<file path="src/rtl/fwd_hazard_unit_param.sv">
// -----------------------------------------------------------------------------
// fwd_hazard_unit_param
// Forwarding and load-use hazard unit for the pipelined RISC-V core.
// A shadow pipeline S[0..FWD_STAGES] (S[0] = EX) records the destination of
// every in-flight instruction. For each source of the instruction in EX the
// unit picks the nearest later stage whose result can be forwarded. It stalls
// ID while a load it depends on has not yet reached a forwardable stage.
//
// Ports
//   clk_i          clock
//   rst_i          asynchronous reset, active-low
//   hold_i         global freeze; every register (including the counter) holds
//   flush_i        kill the instruction in ID; overrides a stall
//   id_valid_i     ID holds a valid instruction
//   id_rs_i        ID source registers, source i at [i*REG_AW +: REG_AW]
//   id_rs_used_i   source i is actually read
//   id_rd_i        ID destination register
//   id_regwrite_i  ID instruction writes rd
//   id_is_load_i   ID instruction is a load
//   ex_fwd_sel_o   per EX source: 0 = regfile, k = forward from stage S[k]
//   stall_o        hold PC and IF/ID; a bubble enters EX
//   stall_cnt_o    saturating count of stall cycles
// -----------------------------------------------------------------------------
module fwd_hazard_unit_param #(
  parameter int REG_AW     = 5,
  parameter int NUM_SRC    = 2,
  parameter int FWD_STAGES = 2,
  parameter int LOAD_LAT   = 1,
  parameter int CNT_W      = 32,
  localparam int SEL_W     = $clog2(FWD_STAGES + 1)
) (
  input  logic                        clk_i,
  input  logic                        rst_i,
  input  logic                        hold_i,
  input  logic                        flush_i,
  input  logic                        id_valid_i,
  input  logic [NUM_SRC*REG_AW-1:0]   id_rs_i,
  input  logic [NUM_SRC-1:0]          id_rs_used_i,
  input  logic [REG_AW-1:0]           id_rd_i,
  input  logic                        id_regwrite_i,
  input  logic                        id_is_load_i,
  output logic [NUM_SRC*SEL_W-1:0]    ex_fwd_sel_o,
  output logic                        stall_o,
  output logic [CNT_W-1:0]            stall_cnt_o
);

  // Shadow pipeline, index 0 is EX.
  logic [FWD_STAGES:0]         valid_r;
  logic [FWD_STAGES:0]         regwrite_r;
  logic [FWD_STAGES:0]         is_load_r;
  logic [REG_AW-1:0]           rd_r [0:FWD_STAGES];
  // Source operands of the instruction in EX.
  logic [NUM_SRC*REG_AW-1:0]   ex_rs_r;
  logic [NUM_SRC-1:0]          ex_used_r;
  logic [CNT_W-1:0]            stall_cnt_r;

  logic [FWD_STAGES:0]         live_s;
  logic [NUM_SRC*SEL_W-1:0]    fwd_sel_s;
  logic                        hit_s;
  logic                        stall_s;
  logic                        enter_s;

  // A stage carries a result only if it is valid, writes, and is not x0.
  always_comb begin
    live_s = {(FWD_STAGES+1){1'b0}};
    for (int k = 0; k <= FWD_STAGES; k++) begin
      live_s[k] = valid_r[k] & regwrite_r[k] & (rd_r[k] != {REG_AW{1'b0}});
    end
  end

  // Forward select per EX source. Stages are scanned oldest to nearest so the
  // nearest matching stage overwrites any older one. A load is only usable
  // once it has passed LOAD_LAT stages beyond EX.
  always_comb begin
    fwd_sel_s = {(NUM_SRC*SEL_W){1'b0}};
    for (int i = 0; i < NUM_SRC; i++) begin
      for (int k = FWD_STAGES; k >= 1; k--) begin
        fwd_sel_s[i*SEL_W +: SEL_W] =
          (ex_used_r[i] && live_s[k] &&
           (rd_r[k] == ex_rs_r[i*REG_AW +: REG_AW]) &&
           (!is_load_r[k] || (k >= LOAD_LAT + 1)))
          ? SEL_W'(k) : fwd_sel_s[i*SEL_W +: SEL_W];
      end
    end
  end

  // Load-use detection: an ID source matches a load still in S[0..LOAD_LAT-1].
  always_comb begin
    hit_s = 1'b0;
    for (int k = 0; k < LOAD_LAT; k++) begin
      for (int i = 0; i < NUM_SRC; i++) begin
        hit_s = hit_s | (live_s[k] & is_load_r[k] & id_rs_used_i[i] &
                         (rd_r[k] == id_rs_i[i*REG_AW +: REG_AW]));
      end
    end
    stall_s = id_valid_i & ~flush_i & hit_s;
    enter_s = id_valid_i & ~flush_i & ~stall_s;
  end

  // Shadow pipeline advance; a killed or stalled ID slot becomes a bubble.
  always_ff @(posedge clk_i or negedge rst_i) begin
    if (!rst_i) begin
      valid_r    <= {(FWD_STAGES+1){1'b0}};
      regwrite_r <= {(FWD_STAGES+1){1'b0}};
      is_load_r  <= {(FWD_STAGES+1){1'b0}};
      for (int k = 0; k <= FWD_STAGES; k++) begin
        rd_r[k] <= {REG_AW{1'b0}};
      end
      ex_rs_r    <= {(NUM_SRC*REG_AW){1'b0}};
      ex_used_r  <= {NUM_SRC{1'b0}};
    end else if (!hold_i) begin
      valid_r    <= {valid_r[FWD_STAGES-1:0], enter_s};
      regwrite_r <= {regwrite_r[FWD_STAGES-1:0], enter_s & id_regwrite_i};
      is_load_r  <= {is_load_r[FWD_STAGES-1:0], enter_s & id_is_load_i};
      for (int k = FWD_STAGES; k >= 1; k--) begin
        rd_r[k] <= rd_r[k-1];
      end
      rd_r[0]    <= enter_s ? id_rd_i : {REG_AW{1'b0}};
      ex_rs_r    <= enter_s ? id_rs_i : {(NUM_SRC*REG_AW){1'b0}};
      ex_used_r  <= enter_s ? id_rs_used_i : {NUM_SRC{1'b0}};
    end
  end

  // Saturating stall-cycle counter; frozen while held.
  always_ff @(posedge clk_i or negedge rst_i) begin
    if (!rst_i) begin
      stall_cnt_r <= {CNT_W{1'b0}};
    end else if (!hold_i && stall_s && (stall_cnt_r != {CNT_W{1'b1}})) begin
      stall_cnt_r <= stall_cnt_r + CNT_W'(1);
    end
  end

  assign ex_fwd_sel_o = fwd_sel_s;
  assign stall_o      = stall_s;
  assign stall_cnt_o  = stall_cnt_r;

endmodule
</file>
<file path="config.mk">
export PLATFORM = sky130hd
export DESIGN_NAME = fwd_hazard_unit_param
export DESIGN_NICKNAME = d
export VERILOG_FILES = /design/src/rtl/fwd_hazard_unit_param.sv
export SDC_FILE = /design/constraint.sdc
export NUM_CORES = 1
export LEC_CHECK = 0
export ABC_AREA = 1
export CAP_MARGIN = 5
export CORE_ASPECT_RATIO = 0.75
export CORE_MARGIN = 3
export CORE_UTILIZATION = 30
export CTS_CLUSTER_DIAMETER = 100
export DETAILED_ROUTE_END_ITERATION = 16
export GPL_ROUTABILITY_DRIVEN = 0
export PLACE_DENSITY = 0.46
export SETUP_SLACK_MARGIN = 0.02
export SYNTH_ARGS = -nofsm -noshare
export SYNTH_HDL_FRONTEND = slang
export SYNTH_SLANG_ARGS = --single-unit
</file>
<file path="constraint.sdc">
create_clock -name clk_i -period 4.11 [get_ports clk_i]
set_input_delay 0.411 -clock clk_i [delete_from_list [all_inputs] [get_ports clk_i]]
set_output_delay 0.411 -clock clk_i [all_outputs]
set_load 0.03 [all_outputs]
</file>
Word level (Yosys, flattened, before mapping):

Cells that the tools add are included.

* flip-flop bits (word level): 67
* output and inout port bits: 37
* logic and storage cells: 60

* $add $sub $neg: 1
* equality and inequality tests: 7
* multiplexer cells: 7
* bitwise logic cells: 19
* reduce and logical (&&, ||, !) cells: 17

Operator list (count)
* 32-bit by 1-bit adder with 32-bit output, second input constant: 1
* 32-bit != test, second input constant: 1
* 5-bit == test: 6
* 1-bit AND: 16
* 5-bit nonzero test: 3
* 1-bit logical AND: 12
* 10-bit two-way mux: 1
* 2-bit two-way mux: 5
* 5-bit two-way mux: 1
* 1-bit zero test: 2
* 1-bit NOT: 2
* 1-bit OR: 1

Longest topological paths before layout:

Gate-level depths: netlist of run 1.

* depth in word-level cells: 10
* gate-level depth with buffers: 12
* mapped depth without buffers: 11

Least setup slack after synthesis of run 1:

Ideal clock, no wire load.

* path type: register -> output
* from: register is_load_r[1]
* to: output port ex_fwd_sel_o[1]
* arrival: 1.666 ns
* slack: 2.033 ns
* stages on the path, launching flop included: 6
* path buffers: 0
* cells stage by stage: dfrtp_1 -> or2_2 -> a211oi_1 -> nand3_1 -> nor2_1 -> nor2_1

* word-level cells in the longest chain between the ends: 3

Ends and longest elaborated chain
* start, declared: line 50 `logic [FWD_STAGES:0] is_load_r;`
* start signal, assigned: line 105 `is_load_r <= {(FWD_STAGES+1){1'b0}};`
* start signal, assigned: line 114 `is_load_r <= {is_load_r[FWD_STAGES-1:0], enter_s & id_is_load_i};`
* 1-bit zero test: line 81 `(!is_load_r[k] || (k >= LOAD_LAT + 1)))`
* 1-bit logical AND: line 80 `(rd_r[k] == ex_rs_r[i*REG_AW +: REG_AW]) &&`
* 2-bit two-way mux: line 82 `? SEL_W'(k) : fwd_sel_s[i*SEL_W +: SEL_W];`
* end, declared: line 42 `output logic [NUM_SRC*SEL_W-1:0] ex_fwd_sel_o,`

No other way between the ends.

Final worst setup path of run 1:

* from: register rd_r[8] (netlist name)
* to: output port ex_fwd_sel_o[1]

* word-level cells in the longest chain between the ends: 6
* elaborated cells on any way between the ends: 7
* those cells by class: eq/ne: 1; mux: 1; bitwise: 1; reduce/logical: 4

Ends and longest elaborated chain
* start, declared: line 51 `logic [REG_AW-1:0] rd_r [0:FWD_STAGES];`
* start signal, assigned by index: line 107 `rd_r[k] <= {REG_AW{1'b0}};`
* start signal, assigned by index: line 116 `rd_r[k] <= rd_r[k-1];`
* 5-bit nonzero test: line 67 `live_s[k] = valid_r[k] & regwrite_r[k] & (rd_r[k] != {REG_AW{1'b0}});`
* 1-bit AND: line 67
* 1-bit logical AND: line 79 `(ex_used_r[i] && live_s[k] &&`
* 1-bit logical AND (*): line 79
* 1-bit logical AND (*): line 80
* 2-bit two-way mux (*): line 82

Mark *: on every way between the ends. The rest lies on a longest branch, timed or not.

==> impl_metrics.ini, run 1 <==
[run_status]
status = finished clean

[setup_path]
slowest_delay_ns = 0.69
worst_setup_path_start_kind = flip-flop
path_common_cell = nor2_1
critPathKind = flip-flop to primary output
cpLargestDelayFamily = buffers and inverters
cp.arrival_ns = 2.49
cp.required_ns = 3.70
endpoint_kind = primary output
crit_buf_inv = 2
cp_cell_sequence = inv_1, nand3_1, o311ai_0, nor2_1, nor2_1, clkdlybuf4s50_1
cp_max_fo = 5
r2r-end = stall_cnt_o[0]
reg2reg_slack_ns = 1.83
reg2reg_depth = 11
r2r-start = stall_cnt_o[0]
critPathSlowestCell = clkdlybuf4s50_1

[logic_synthesis]
ys_seq_elements = 67
yosys_warnings = 0
synth_area_sq_um = 4280
synth_ff_type = dfrtp_1
synth_edf_count = 0
ys_types = 31
yosys.area.top_type = dfrtp_1
ys_seq_area_share_pct = 39.2
synthArstFlopShare_pct = 100
synth_area_leaders = dfrtp_1 39%, nand2_1 16%, nand3_1 6.9%
ys_top_cells_by_count = 181 x nand2_1, 73 x inv_1, 67 x dfrtp_1
synth_top_area_share_pct = 39.2
avgSynthCellArea_sq_um = 7.07
syn-num-nets = 630
yosysMostFrequentCell = nand2_1
synthCells = 605

[die]
fp-row-count = 37
die_x_microns = 144
dieArea_sq_um = 15700
initial_utilization_pct = 30.9
coreArea_sq_um = 13800
ioPinCount = 61
fp.dieH_microns = 109

[global_route]
grt-ovfl-total = 0
grt_pass1_wl_mm = 22.4
grt_max_degree = 35
antenna_found_initial = 0
grtUsageTotal_pct = 18.6
grt_pass1_vias = 3982

[route]
final_antenna_net_count = 0
vias = 4216
dr.pass1.iters = 5
avgRoutedWirePerCell_microns = 16.7
first_iter_violations = 403
drc = 0
routed_via_density = 5.01
wirelength_mm = 14.1

[placement]
hpwl_mm = 10.6
place_area_sq_um = 5040
pre_cts_ws_ns = 1.46
io_buffers = 60

[timing]
rsz0062_at_grt = no
fin_crit_sh_pct = 70.5
final.setup_skew_ns = 0.00505
tightest_slew_ns = 0.856
slew_viol_final = 0
hold_viol_final = 0
min_period_ns = 2.90
setup_tns_ns = 0
worst_slack_ns = 1.21
slew_headroom_pct = 43.0
holdWs_ns = 0.190
setup_viol = 0
timing.fmax_mhz = 345

[power]
combPwrFrac_pct = 8.9
p_sw_mw = 0.400
pwr_density_cell_nw_per_um2 = 307
swShare_pct = 24.4
p_clk_share_pct = 47.8
p_leak_nw = 2.66
irDropWorstVdd_v = 0.000240
p_int_mw = 1.24
power_frac_seq_pct = 43.3

[clock_tree]
clk_pin_slew_worst_paths_ns = 0.06
ctsResizeCount = 0
cts.path.max_buffers = 2
clock_latency_ns = 0.33
cts_tree = done
root_buffer = clkbuf_16
cts_sinks = 67
cts_setup_buffers = 0
hold_buffers = 0
htree_levels = 3
cts_buffers = 9

[hold_path]
min_path_type = input port to asynchronous set/reset pin

[final_layout]
drive_gt1_share_pct = 7.35
fin_util_pct = 38.6
final_area_sq_um = 5340
syn_to_final_growth_pct = 24.9
diodes = 0
final_nets = 688

[flow_run]
maxCapViolCount = 0
-- power by group through the flow --
| stage | Sequential, mW | Combinational (mW) | Clock, mW |
|---|---|---|---|
| global placement | 0.722 | 0.146 | 0 |
| global route | 0.714 | 0.165 | 0.831 |
| floorplan | 0.713 | 0.0804 | 0 |
| detailed placement | 0.722 | 0.146 | 0 |
| CTS | 0.710 | 0.146 | 0.800 |
| finish | 0.711 | 0.145 | 0.784 |
-- logic make-up after synthesis --
family | Yosys count | synth area share, %
AOI/OAI and AO/OA | 82 | 12.1
xor gates and xnor gates | 19 | 3.89
adders and majority gates | 1 | 0.293
buffers and inverters | 100 | 9.30
DFF | 67 | 39.2
and+or+nand+nor | 336 | 35.2
-- worst max-delay path by stage --
stage,start,endpoint,depth (start not counted)
2_1_floorplan,is_load_r[1],ex_fwd_sel_o[1],5
3_3_place_gp,id_rs_i[2],stall_o,10
3_5_place_dp,id_rs_i[7],stall_o,10
4_1_cts,rd_r[8],ex_fwd_sel_o[1],6
5_1_grt,rd_r[8],ex_fwd_sel_o[1],6
6_report,rd_r[8],ex_fwd_sel_o[1],6
-- state kept, by name (all words and copies together) (netlist names) --
| register | flops |
|---|---|
| valid_r | 3 |
| rd_r | 15 |
| stall_cnt_o | 32 |
| ex_used_r | 2 |
| is_load_r | 2 |
| ex_rs_r | 10 |
| regwrite_r | 3 |
-- routing by layer --
layer / up-vias / part of all wire [%] / track usage, %
met5: - / 0 / 0
met4: 0 / 0.77 / 3.83
met3: 8 / 6.1 / 3.91
met2: 125 / 38 / 24.0
met1: 2018 / 55 / 30.8
li1: 2065 / - / -
-- cells in the final DEF (no fill, tap or decap), drive strengths merged, types with 2 or more instances in the layout --
master	instances
clkbuf	13
nand2	183
nand4	7
nor2	54
nor4	2
inv	81
buf	7
nand3	69
xor2	18
o22ai	16
a21oi	6
clkdlybuf4s50	59
o21bai	30
nor3	18
o21ai	26
dfrtp	67
-- area by class of cell --
cell class | count | area, sq um
sequential | 67 | 1680
inverter | 81 | 304
timing repair buffer | 66 | 641
clock inverter | 2 | 35.0
multi-input combinational | 438 | 2200
fill | 1410 | 8500
tap | 175 | 219
clock buffer | 13 | 260
-- metrics by stage --
step | power [mW] | cells
after floorplan | 0.793 | 605
after detailed placement | 0.867 | 827
final | 1.64 | 842
after global routing | 1.71 | 842
after CTS | 1.66 | 842
after global placement | 0.868 | 827
-- worst reg2reg max path: stages (launching register included) --
cell and delay (ns):
dfrtp_1 0.45, ha_1 0.35, nand2_2 0.16, nor2_4 0.21, nand3b_4 0.11, nor2_4 0.10
nand2_2 0.07, nor2_4 0.11, buf_4 0.35, nor2_1 0.15, nand2_1 0.08, nand2_1 0.04
Power figures use the tool's default switching activity.
==> inputs of run 2 (changes only) <==
Clock period 4.11 ns to 2.78 ns, I/O delays scaled along.
==> run 2 against run 1 <==
First-iteration DRC count up 9.2%; core utilization up 0.28 points; total power up 47%; clock skew up 0.0039 ns; via count down 0.33%; critical endpoint unchanged.
==> impl_metrics.ini, run 2 (synthesized netlist as in run 1, its figures left out) <==
[run_status]
status = finished clean

[die]
ioPinCount = 61
fp-row-count = 37
initial_utilization_pct = 30.9
coreArea_sq_um = 13800
fp.dieH_microns = 109
die_x_microns = 144
dieArea_sq_um = 15700

[setup_path]
critPathSlowestCell = clkdlybuf4s50_1
endpoint_kind = primary output
critPathKind = flip-flop to primary output
slowest_delay_ns = 0.67
r2r-end = stall_cnt_o[3]
r2r-start = stall_cnt_o[0]
cp_max_fo = 5
crit_path_end = ex_fwd_sel_o[1]
crit_buf_inv = 2
cpLargestDelayFamily = buffers and inverters
cp.required_ns = 2.50
reg2reg_slack_ns = 0.51
path_depth = 6
worst_setup_path_start_kind = flip-flop
cp_cell_sequence = inv_1, nand3_1, o311ai_1, nor2_1, nor2_1, clkdlybuf4s50_1
path_common_cell = nor2_1
cp.arrival_ns = 2.31
reg2reg_depth = 10
critPathLaunch = rd_r[8]

[route]
wirelength_mm = 13.8
vias = 4202
dr.pass1.iters = 5
avgRoutedWirePerCell_microns = 16.2
first_iter_violations = 440
drc = 0
routed_via_density = 4.96
final_antenna_net_count = 0

[final_layout]
fillers = 1447
final_cell_mix = 181 x nand2_1, 73 x inv_1, 67 x dfrtp_1
largest_reg_flops = 32
syn_to_final_growth_pct = 25.8
drive_gt1_share_pct = 8.17
final_area_sq_um = 5380
layout_commonest_cell = nand2_1
fin_util_pct = 38.9
diodes = 0
final_nets = 693

[timing]
hold_viol_final = 0
slew_viol_final = 0
min_period_ns = 2.59
fin_crit_sh_pct = 93.0
timing.fmax_mhz = 387
rsz0062_at_grt = no
final.setup_skew_ns = 0.00897
setup_viol = 0
setup_tns_ns = 0
holdWs_ns = 0.146
tightest_slew_ns = 0.890
slew_headroom_pct = 40.7

[power]
p_leak_nw = 2.68
irDropWorstVdd_v = 0.000329
pwr_density_cell_nw_per_um2 = 450
p_total_mw = 2.42

[placement]
io_buffers = 60
place_area_sq_um = 5080
hpwl_mm = 10.3

[clock_tree]
cts_buffers = 9
hold_buffers = 0
cts.path.max_buffers = 2
clock_latency_ns = 0.33
clk_pin_slew_worst_paths_ns = 0.06
cts_sinks = 67
cts_tree = done
htree_levels = 3
root_buffer = clkbuf_16

[flow_run]
maxCapViolCount = 0

[global_route]
grt_pass1_wl_mm = 22.6
antenna_found_initial = 0
grt_pass1_vias = 4089
grtUsageTotal_pct = 18.6
grt-ovfl-total = 0
grt_max_degree = 68

[hold_path]
min_path_type = input port to asynchronous set/reset pin
[run 2: layout make-up]
cell class	instances	area, sq um	area share [%]
multi-input cells	438	2200	41.0
repair buffers	71	678	12.6
inverters	81	304	5.65
well taps	175	219	4.07
flip-flops and latches	67	1680	31.2
clock buffers	12	246	4.58
clock inverters	4	50.0	0.930
[run 2: worst min path at each step]
stage / start / to / slack, ns
after detailed placement: regwrite_r[2] / regwrite_r[2] / 0.47
after floorplan: rst_i / ex_rs_r[0] / -0.02
after CTS: rst_i / stall_cnt_o[30] / 0.19
final: rst_i / stall_cnt_o[30] / 0.15
after global placement: regwrite_r[2] / regwrite_r[2] / 0.47
after global routing: rst_i / stall_cnt_o[29] / 0.23
[run 2: repair_timing]
| action | CTS | global route |
|---|---|---|
| resized for setup | 0 | 1 |
| endpoints found under the setup margin | 0 | 2 |
| buffers inserted | 0 | 0 |
[run 2: per-stage QoR]
stage               setup WS, ns  cells
floorplan                  0.715    605
global placement           0.427    832
detailed placement         0.430    832
CTS                       0.0780    848
global route              0.0252    848
finish                     0.193    848
[run 2: worst reg2reg max path, stage by stage (launching register included)]
cell      delay (ns)
dfrtp_1         0.50
ha_1            0.35
nand2_2         0.15
nor2_4          0.21
nand3b_4        0.11
nor2_4          0.10
nand2_2         0.07
nor2_4          0.12
inv_2           0.27
nand3_1         0.21
nand2_1         0.07
[run 2: where the power goes]
group / internal (mW) / total, mW / switching, mW
registers: 1.01 / 1.05 / 0.0364
clock network: 0.718 / 1.15 / 0.434
logic: 0.0873 / 0.219 / 0.131
total: 1.82 / 2.42 / 0.601
[run 2: routing by layer]
| layer | up-vias | track usage [%] | wire length [microns] |
|---|---|---|---|
| li1 | 2075 | - | - |
| met1 | 1973 | 30.5 | 7320 |
| met2 | 139 | 23.3 | 5130 |
| met3 | 15 | 4.35 | 1140 |
| met4 | 0 | 5.17 | 178 |
| met5 | - | 0 | 0 |
==> inputs of run 3 (changes only) <==
Settings changed: HOLD_SLACK_MARGIN set to 0.08, PLACE_DENSITY 0.46 to 0.6.
Clock period 2.78 ns to 3.2 ns, I/O delays scaled along.
==> run 3 against run 2 <==
Wire length down 6.0%; die area did not move; design area increased by 0.95%; flip-flop and latch count stayed put; clock power grew 3%.
==> impl_metrics.ini, run 3 (synthesized netlist as in run 1, its figures left out) <==
[global_route]
grt_max_degree = 32
antenna_found_initial = 0
grt_pass1_wl_mm = 20.9
grtUsageTotal_pct = 16.9
grt-ovfl-total = 0
grt_pass1_vias = 4018

[setup_path]
slowest_delay_ns = 0.68
path_common_cell = nor2_1
cp_cell_sequence = inv_1, nand3_1, o311ai_0, nor2_1, nor2_1, clkdlybuf4s50_1
cp_max_fo = 5
endpoint_kind = primary output
cp.required_ns = 2.88
critPathKind = flip-flop to primary output
worst_setup_path_start_kind = flip-flop
critPathSlowestCell = clkdlybuf4s50_1
cp.arrival_ns = 2.43

[run_status]
status = finished clean

[clock_tree]
cts.path.max_buffers = 2
root_buffer = clkbuf_16
htree_levels = 3
cts_sinks = 67
cts_buffers = 9
clk_pin_slew_worst_paths_ns = 0.06
cts_tree = done
ctsResizeCount = 0
clock_latency_ns = 0.33

[die]
die_x_microns = 144
dieArea_sq_um = 15700
initial_utilization_pct = 30.9
fp-row-count = 37
ioPinCount = 61
fp.dieH_microns = 109
coreArea_sq_um = 13800

[power]
p_sw_mw = 0.517
irDropWorstVdd_v = 0.000300
power_frac_seq_pct = 39.9
combPwrFrac_pct = 8.1
p_clk_share_pct = 52.0
swShare_pct = 22.7
p_int_mw = 1.76
pwr_density_cell_nw_per_um2 = 420
p_leak_nw = 2.71

[timing]
rsz0062_at_grt = no
fin_crit_sh_pct = 86.0
hold_viol_final = 0
timing.fmax_mhz = 363
min_period_ns = 2.75
final.setup_skew_ns = 0.00888
setup_tns_ns = 0
tightest_slew_ns = 0.660
slew_viol_final = 0
setup_viol = 0
slew_headroom_pct = 55.9

[route]
final_antenna_net_count = 0
drc = 0
dr.pass1.iters = 5
avgRoutedWirePerCell_microns = 15.3
vias = 4201
first_iter_violations = 354
wirelength_mm = 13.0
routed_via_density = 4.97

[final_layout]
register_area_sq_um = 1680
layout_commonest_cell = nand2_1
final_cell_mix = 181 x nand2_1, 73 x inv_1, 67 x dfrtp_1
fin_util_pct = 39.2
diodes = 0
largest_reg_flops = 32
drive_gt1_share_pct = 8.05
multiInputGateArea_sq_um = 2200
fillers = 1380
final_area_sq_um = 5430
syn_to_final_growth_pct = 27.0
final_nets = 691

[placement]
io_buffers = 60
place_area_sq_um = 5060
hpwl_mm = 9.82

[flow_run]
maxCapViolCount = 0

[hold_path]
min_path_type = input port to asynchronous set/reset pin
-- run 3: cell count changes in the layout (fill, tap and decap cells not counted) --
cell	delta
clkinvlp_4	-2
o311ai_0	+1
dlygate4sd3_1	+1
clkbuf_8	+1
clkinv_2	-1
o311ai_1	-1
clkbuf_1	-2
clkinv_4	+1
buf_4	-3
bufinv_16	+2
inv_6	+1
-- run 3: metal layers --
metal | part of all wire, % | GRT usage (%) | routed length [microns] | up-vias
li1 | - | - | - | 2081
met1 | 50 | 25.6 | 6510 | 1989
met2 | 42 | 24.2 | 5450 | 120
met3 | 7.0 | 4.39 | 903 | 11
met4 | 0.69 | 3.49 | 89 | 0
met5 | 0 | 0 | 0 | -
-- run 3: what timing repair did --
item	CTS	global route
hold buffers	1	0
setup buffers	0	0
endpoints found under the hold margin	17	0
endpoints found under the setup margin	0	0
-- run 3: worst paths after layout --
kind | slack (ns) | start | depth (start not counted) | end
worst max-delay path | 0.45 | rd_r[8] | 6 | ex_fwd_sel_o[1]
worst min-delay path | 0.47 | rst_i | 2 | stall_cnt_o[19]
worst max register to register | 0.74 | stall_cnt_o[0] | 10 | stall_cnt_o[7]
worst min register to register | 0.47 | regwrite_r[2] | 2 | regwrite_r[2]
max in group asynchronous | 1.97 | rst_i | 3 | rd_r[5]
min in group clk_i | 0.47 | regwrite_r[2] | 2 | regwrite_r[2]
-- run 3: cell type report --
type,count,area share (%)
multi-input cells,438,40.6
well taps,175,4.03
clock inverters,5,1.98
clock buffers,11,4.65
flip-flops and latches,67,30.9
inverters,81,5.60
repair buffers,69,12.3
-- run 3: power groups by stage --
stage / registers [mW] / logic [mW] / clock network, mW
4_1_cts: 0.907 / 0.187 / 1.21
5_1_grt: 0.912 / 0.212 / 1.24
6_report: 0.908 / 0.186 / 1.19
2_1_floorplan: 0.915 / 0.103 / 0
3_5_place_dp: 0.923 / 0.186 / 0
3_3_place_gp: 0.922 / 0.183 / 0
-- run 3: per-stage QoR --
step / power [mW] / std cells / setup WS [ns] / hold WS (ns)
after floorplan: 1.02 / 605 / 1.14 / 0.0244
final: 2.28 / 846 / 0.448 / 0.469
after global routing: 2.37 / 846 / 0.334 / 0.526
after detailed placement: 1.11 / 829 / 0.698 / 0.295
after CTS: 2.30 / 846 / 0.420 / 0.478
after global placement: 1.11 / 829 / 0.685 / 0.289
-- run 3: worst max-delay path, delay by kind of cell (launching register included) --
family	cells	cell delay, ns
flops	1	0.39
buf+inv	2	0.84
compound gates	1	0.47
simple gates	3	0.38
